==> src/rtl/lsu_dmem_ctrl.sv <==
// lsu_dmem_ctrl: load/store unit between execute and the 64x32 dmem (byte enables, lane steering, load extension).
// Latency: accept edge N -> resp_valid in cycle N+2 (faults skip the memory cycle, N+1); one access in flight.
// Backpressure: req_ready only in IDLE; the response holds while resp_ready is low. Optional MISALIGN_TRAP_EN.
module lsu_dmem_ctrl #(
  parameter int MEM_WORDS = 64
) (
  input  logic        clk,
  input  logic        rst_n,
  input  logic        req_valid,
  output logic        req_ready,
  input  logic        req_we,
  input  logic [2:0]  req_funct3,
  input  logic [31:0] req_addr,
  input  logic [31:0] req_wdata,
  output logic        resp_valid,
  input  logic        resp_ready,
  output logic [31:0] resp_rdata,
  output logic        resp_fault,
  output logic        mem_we,
  output logic [3:0]  mem_byteEnable,
  output logic [31:0] mem_a,
  output logic [31:0] mem_wd,
  input  logic [31:0] mem_rd
);

  typedef enum logic [1:0] {S_IDLE = 2'd0, S_ISSUE = 2'd1, S_RESP = 2'd2} state_t;

  state_t      r_state;
  state_t      w_next;
  logic [31:0] r_addr;
  logic [31:0] r_wdata;
  logic [2:0]  r_funct3;
  logic        r_we;
  logic        r_fault;

  logic        w_accept;
  logic        w_bad_f3;
  logic        w_oor;
  logic        w_misalign;
  logic        w_fault;
  logic [7:0]  w_byte;
  logic [15:0] w_half;
  logic [31:0] w_load;

  assign w_accept = req_valid && req_ready;

  // Classify the incoming request: anything faulting never reaches the memory
  always_comb begin
    w_bad_f3 = (req_funct3 == 3'b011) || (req_funct3 == 3'b110) || (req_funct3 == 3'b111) ||
               (req_we && req_funct3[2]);
    w_oor    = ({2'b00, req_addr[31:2]} >= 32'(MEM_WORDS));
`ifdef MISALIGN_TRAP_EN
    w_misalign = ((req_funct3[1:0] == 2'b01) && req_addr[0]) ||
                 ((req_funct3[1:0] == 2'b10) && (req_addr[1:0] != 2'b00));
`else
    // Offending low bits are simply ignored by the lane logic below
    w_misalign = 1'b0;
`endif
    w_fault = w_bad_f3 || w_oor || w_misalign;
  end

  // State register; reset drops any pending write because mem_we decodes from state
  always_ff @(posedge clk or negedge rst_n) begin
    if (!rst_n) r_state <= S_IDLE;
    else        r_state <= w_next;
  end

  // Capture the request on the accept edge; held for the whole access
  always_ff @(posedge clk or negedge rst_n) begin
    if (!rst_n) begin
      r_addr   <= 32'd0;
      r_wdata  <= 32'd0;
      r_funct3 <= 3'd0;
      r_we     <= 1'b0;
      r_fault  <= 1'b0;
    end else if (w_accept) begin
      r_addr   <= req_addr;
      r_wdata  <= req_wdata;
      r_funct3 <= req_funct3;
      r_we     <= req_we;
      r_fault  <= w_fault;
    end
  end

  // Next-state: IDLE -> ISSUE -> RESP -> IDLE, faults go straight to RESP
  always_comb begin
    w_next = r_state;
    case (r_state)
      S_IDLE:  if (w_accept) w_next = w_fault ? S_RESP : S_ISSUE;
      S_ISSUE: w_next = S_RESP;
      S_RESP:  if (resp_ready) w_next = S_IDLE;
      default: w_next = S_IDLE;
    endcase
  end

  // Lane select and extension of the registered memory word. mem_rd only moves on
  // edges with mem_we=1, so it is stable for the whole RESP phase.
  always_comb begin
    case (r_addr[1:0])
      2'd0:    w_byte = mem_rd[7:0];
      2'd1:    w_byte = mem_rd[15:8];
      2'd2:    w_byte = mem_rd[23:16];
      default: w_byte = mem_rd[31:24];
    endcase
    w_half = r_addr[1] ? mem_rd[31:16] : mem_rd[15:0];
    case (r_funct3)
      3'b000:  w_load = {{24{w_byte[7]}}, w_byte};
      3'b100:  w_load = {24'd0, w_byte};
      3'b001:  w_load = {{16{w_half[15]}}, w_half};
      3'b101:  w_load = {16'd0, w_half};
      default: w_load = mem_rd;
    endcase
  end

  // Outputs decoded from state; memory port is idle (all zero) outside ISSUE
  always_comb begin
    req_ready      = 1'b0;
    resp_valid     = 1'b0;
    resp_rdata     = 32'd0;
    resp_fault     = 1'b0;
    mem_we         = 1'b0;
    mem_byteEnable = 4'b0000;
    mem_a          = 32'd0;
    mem_wd         = 32'd0;
    case (r_state)
      S_IDLE: req_ready = rst_n;
      S_ISSUE: begin
        // Loads also pulse we with no byte enables so dmem latches rd
        mem_we = 1'b1;
        mem_a  = {r_addr[31:2], 2'b00};
        if (r_we) begin
          case (r_funct3[1:0])
            2'b00: begin
              mem_byteEnable = 4'b0001 << r_addr[1:0];
              mem_wd         = {4{r_wdata[7:0]}};
            end
            2'b01: begin
              mem_byteEnable = 4'b0011 << {r_addr[1], 1'b0};
              mem_wd         = {2{r_wdata[15:0]}};
            end
            default: begin
              mem_byteEnable = 4'b1111;
              mem_wd         = r_wdata;
            end
          endcase
        end
      end
      S_RESP: begin
        resp_valid = 1'b1;
        resp_fault = r_fault;
        resp_rdata = (r_we || r_fault) ? 32'd0 : w_load;
      end
      default: ;
    endcase
  end

endmodule

==> config.mk <==
export PLATFORM = sky130hd
export DESIGN_NAME = lsu_dmem_ctrl
export DESIGN_NICKNAME = d
export VERILOG_FILES = /design/src/rtl/lsu_dmem_ctrl.sv
export SDC_FILE = /design/constraint.sdc
export NUM_CORES = 1
export LEC_CHECK = 0
export CAP_MARGIN = 10
export CELL_PAD_IN_SITES_DETAIL_PLACEMENT = 2
export CELL_PAD_IN_SITES_GLOBAL_PLACEMENT = 2
export CORE_AREA = 2 2 132 134
export DETAILED_ROUTE_END_ITERATION = 8
export DIE_AREA = 0 0 134 136
export PLACE_DENSITY_LB_ADDON = 0.1
export SYNTH_ARGS = -nofsm -noshare
export SYNTH_HDL_FRONTEND = slang
export SYNTH_SLANG_ARGS = --single-unit
==> constraint.sdc <==
create_clock -name clk -period 4.3 [get_ports clk]
set_input_delay 0.86 -clock clk [delete_from_list [all_inputs] [get_ports clk]]
set_output_delay 0.86 -clock clk [all_outputs]
set_load 0.01 [all_outputs]
---- Word level (Yosys, flattened, before mapping) ----
Index checks and enable logic that the tools add are counted.
operators by class
  multiplexer cells ....................... 20
  reductions and logical operators ........ 12
  shift-type cells ........................ 2
  magnitude comparators ................... 1
  eq/ne operators ......................... 13
operator list
  kind                                                                 count
  two-way mux 32 bit                                                   5
  one-hot mux 32 bit (4 select lines)                                  1
  one-hot mux 32 bit (2 select lines)                                  1
  greater-or-equal comparator 30 x 7 -> 1 bit (second input constant)  1
  one-hot mux 8 bit (3 select lines)                                   1
  two-way mux 16 bit                                                   1
  equality test 3 bit (second input constant)                          4
  two-way mux 4 bit                                                    2
  one-hot mux 4 bit (2 select lines)                                   1
  equality test 2 x 1 -> 1 bit (second input constant)                 3
  zero test 2 bit                                                      3
  two-way mux 2 bit                                                    3
  one-hot mux 2 bit (3 select lines)                                   1
  logical OR 1 bit                                                     5
  equality test 2 bit (second input constant)                          2
  two-way mux 1 bit                                                    4
  != test 2 bit (second input constant)                                2
  left shift 1 x 2 -> 4 bit (first input constant)                     1
  left shift 2 x 2 -> 4 bit (first input constant)                     1
  equality test 3 x 1 -> 1 bit (second input constant)                 1
  equality test 3 x 2 -> 1 bit (second input constant)                 1
  zero test 3 bit                                                      1
  logical AND 1 bit                                                    2
  AND reduction 2 bit                                                  1
word-level totals
  input port bits ......................... 104
  logic and storage cells ................. 54
  register bits ........................... 71

---- Depth between registers and ports, before layout ----
  depth after elaboration ................. 8
  depth in mapped cells ................... 6
  mapped depth without buffers ............ 4

---- Worst setup path after synthesis ----
Ideal clock, no wire load.
  kind .................................... input to output
  from .................................... input port mem_rd[31]
  to ...................................... output port resp_rdata[20]
  required time ........................... 3.440 ns
  arrival ................................. 1.832 ns
  buffers on the path ..................... 1
  slack ................................... 1.608 ns
  stages on the path ...................... 4
  cell sequence ........................... mux4_2 -> o21ai_2 -> buf_6 -> nand2_1
between the ends
  cells in the longest elaborated chain, start to end .. 4
ends and longest elaborated chain
  item                                                                      RTL line  RTL
  start, declared                                                           23        input logic [31:0] mem_rd
  one-hot mux 8 bit (3 select lines) or two-way mux 16 bit (tied branches)  99, 105
  one-hot mux 32 bit (4 select lines) *                                     106       case (r_funct3)
  two-way mux 32 bit *                                                      151       resp_rdata = (r_we || r_fault) ? 32'd0 : w_load;
  two-way mux 32 bit *                                                      125       case (r_state)
  end, declared                                                             17        output logic [31:0] resp_rdata,
Mark *: on every way between the ends. The rest lies on a longest branch, timed or not.

---- Worst setup path after layout ----
  from .................................... input port mem_rd[31]
  to ...................................... output port resp_rdata[21]
Same word-level chain as after synthesis.

==> qor.txt <==
Vias per cell: 4.68
Die Y-Extent: 136 µm
DRC viols: 0
Critical Path RT: 3.44 ns
All-Layer GR Usage: 0.179
Vias in the first global route: 4426
Clock sink count: 71
Post-synthesis cell type count: 35
Max Slew Vio Count: 0
Die area: 0.0182 mm²
Initial antenna violation count: 1
PwrDens: 339 mW/mm²
Max-slew headroom: 0.333
RSZ-0062 raised after global routing: false
First-pass GRT wire length: 25200 µm
Worst min-delay path class: flop to flop
Final #Nets: 720
IO Count: 208
Core area: 0.0169 mm²
Max layer used: met5
Post-CTS Repair Setup Buffers: 0
Slew @ Worst Pin: 1.00 ns
Die Width: 134 µm
Drt first pass iters: 5
Cell row count: 48
Clk slew on worst S/H paths: 0.05 ns
Max-Cap Viols: 0
HPWL Detailed: 12300 µm
Post-DRT Antenna Nets: 0
Metal3 WL: 1240 µm
Cts-stage hold buffer count: 0
Initial core utilization: 0.244
Setup violators final: 0
Final WS setup: 0.367 ns
Leakage power: 2.69 nW
Max VDD drop: 163 µV
Vias after detailed routing: 3959
Sequential area share after synthesis: 0.431
Peak Freq: 0.254 GHz
Area Overhead vs Synth: 62.4%
Synth Instances: 422
Finished Core Util: 0.397
Clock Tree Root: clkbuf_16
Ant. Diodes: 0
Most used flip-flop cell after synthesis: dfrtp_1
Final WL: 16100 µm
Setup TNS: 0 ns
Critical Path Source Type: input pin
Met2 WL: 7790 µm
Ys Warns: 0
Status: complete, no violations
Fin crit period: 3.93 ns
GRT overflow: 0
Number of port buffers: 205
Setup Skew: 0.00674 ns
Endpoint class of the critical path: primary output
Fraction of registers with async set/reset: 1.00
Fill count: 1811
Clock latency on the worst-skew pair: 0.34 ns
WP data arrival: 3.07 ns
TritonCTS Buffers: 9
Number of synthesized flops with an enable pin: 0
CP Class: input pin to primary output
Flop and latch count out of synthesis: 71
Avg Cell Area, Syn: 9.77 µm²
CTS H-tree lvls: 3
Post-CTS sizing: 0
Pre-CTS setup slack: 0.344 ns
Largest net degree at the start of global routing: 72
Iteration-0 DRC Markers: 82
Hold Fails Final Rpt: 0
Final Wtd Congestion: 0.770
Share of post-route cells with drive strength above 1: 0.167
Crit share post-route: 0.915
Metal-1 WL: 6910 µm
CTS tree: yes
Syn Std Cell Area: 0.00412 mm²
Drt wl/cell: 19.0 µm
CP max FO: 16
CTS max path bufs: 2
==> through the flow <==
step                std cells  power (mW)  instance area, µm²  hold WS (ns)
global placement          830        1.48                6370         0.480
global route              846        2.42                6690         0.518
detailed placement        830        1.50                6370         0.489
CTS                       846        2.32                6690         0.502
floorplan                 423        1.25                4130         0.470
finish                    846        2.27                6690         0.497
==> kinds of logic (layout without fill, tap and decap cells) <==
group,Yosys count,count (layout),share of synthesized area
AOI/OAI and AO/OA,68,68,0.0965
buffers and inverters,35,233,0.0389
DFF,71,71,0.431
muxes,90,90,0.243
other,1,2,0.000910
and+or+nand+nor,157,157,0.189
==> cells in the mapped netlist (2+ instances only) <==
cell	number	area share
a2111oi_0	2	0.0043
a21oi_1	34	0.041
a22oi_1	7	0.013
and2_1	32	0.049
and3_1	9	0.014
buf_1	4	0.0036
buf_2	8	0.0097
buf_4	3	0.0055
clkbuf_1	15	0.014
dfrtp_1	71	0.43
inv_1	4	0.0036
mux2_2	72	0.20
mux2i_1	17	0.041
nand2_1	55	0.050
nand2b_1	2	0.0030
nand3b_1	6	0.011
nand4_1	2	0.0030
nor2_1	32	0.029
nor2b_1	4	0.0061
nor3_1	3	0.0036
nor3b_1	2	0.0036
nor4_1	6	0.0091
o21ai_0	20	0.024
==> worst paths after layout <==
kind	endpoint	slack [ns]	startpoint	cells past startpoint
max	resp_rdata[21]	0.37	mem_rd[31]	5
min reg2reg	r_addr[7]$_DFFE_PN0P_	0.50	r_addr[7]$_DFFE_PN0P_	1
min in group asynchronous	r_wdata[11]$_DFFE_PN0P_	0.78	rst_n	2
max in group asynchronous	r_wdata[2]$_DFFE_PN0P_	2.92	rst_n	2
min	r_addr[7]$_DFFE_PN0P_	0.50	r_addr[7]$_DFFE_PN0P_	1
max reg2reg	r_wdata[24]$_DFFE_PN0P_	1.97	r_state[1]$_DFFE_PN0P_	3
==> registers in the layout (all words and copies together) (netlist names) <==
register	count
r_fault	1
r_state	2
r_we	1
r_addr	32
r_wdata	32
r_funct3	3
==> placed cells by master, fill, tap and decap left out, types with 6 or more instances in the layout <==
cell type and count:
nand2_1 55, and3_1 9, nor4_1 6, a22oi_1 7
clkbuf_16 9, buf_4 9, o21ai_0 20, clkdlybuf4s50_1 204
mux2_2 72, nor2_1 32, a21oi_1 34, mux2i_1 17
nand3b_1 6, and2_1 31, dfrtp_1 71
==> power by group <==
group	switching, mW	internal, mW	leakage, nW
Combinational	0.253	0.300	1.71
Sequential	0.116	0.809	0.836
Clock	0.297	0.497	0.147
Total	0.665	1.61	2.69
==> worst max-delay path, stage by stage <==
cell             delay (ns)
clkdlybuf4s50_1        0.46
mux4_2                 0.53
o21ai_2                0.55
nand2_1                0.15
clkdlybuf4s50_1        0.52
==> final cells by class <==
class                           instances  area [µm²]  share of cell area
Tap cell                              225         282              0.0421
Clock buffer                           12         267              0.0398
Clock inverter                          4        52.6             0.00785
Sequential cell                        71        1780               0.265
Timing Repair Buffer                  213        2110               0.315
Inverter                                4        15.0             0.00224
Multi-Input combinational cell        317        2190               0.327
==> routing by layer <==
layer / vias to the layer above / global-route usage
li1: 1852 / -
met1: 1966 / 0.222
met2: 126 / 0.301
met3: 13 / 0.0626
met4: 2 / 0.0408
met5: - / 0
Power figures use the tool's default switching activity.
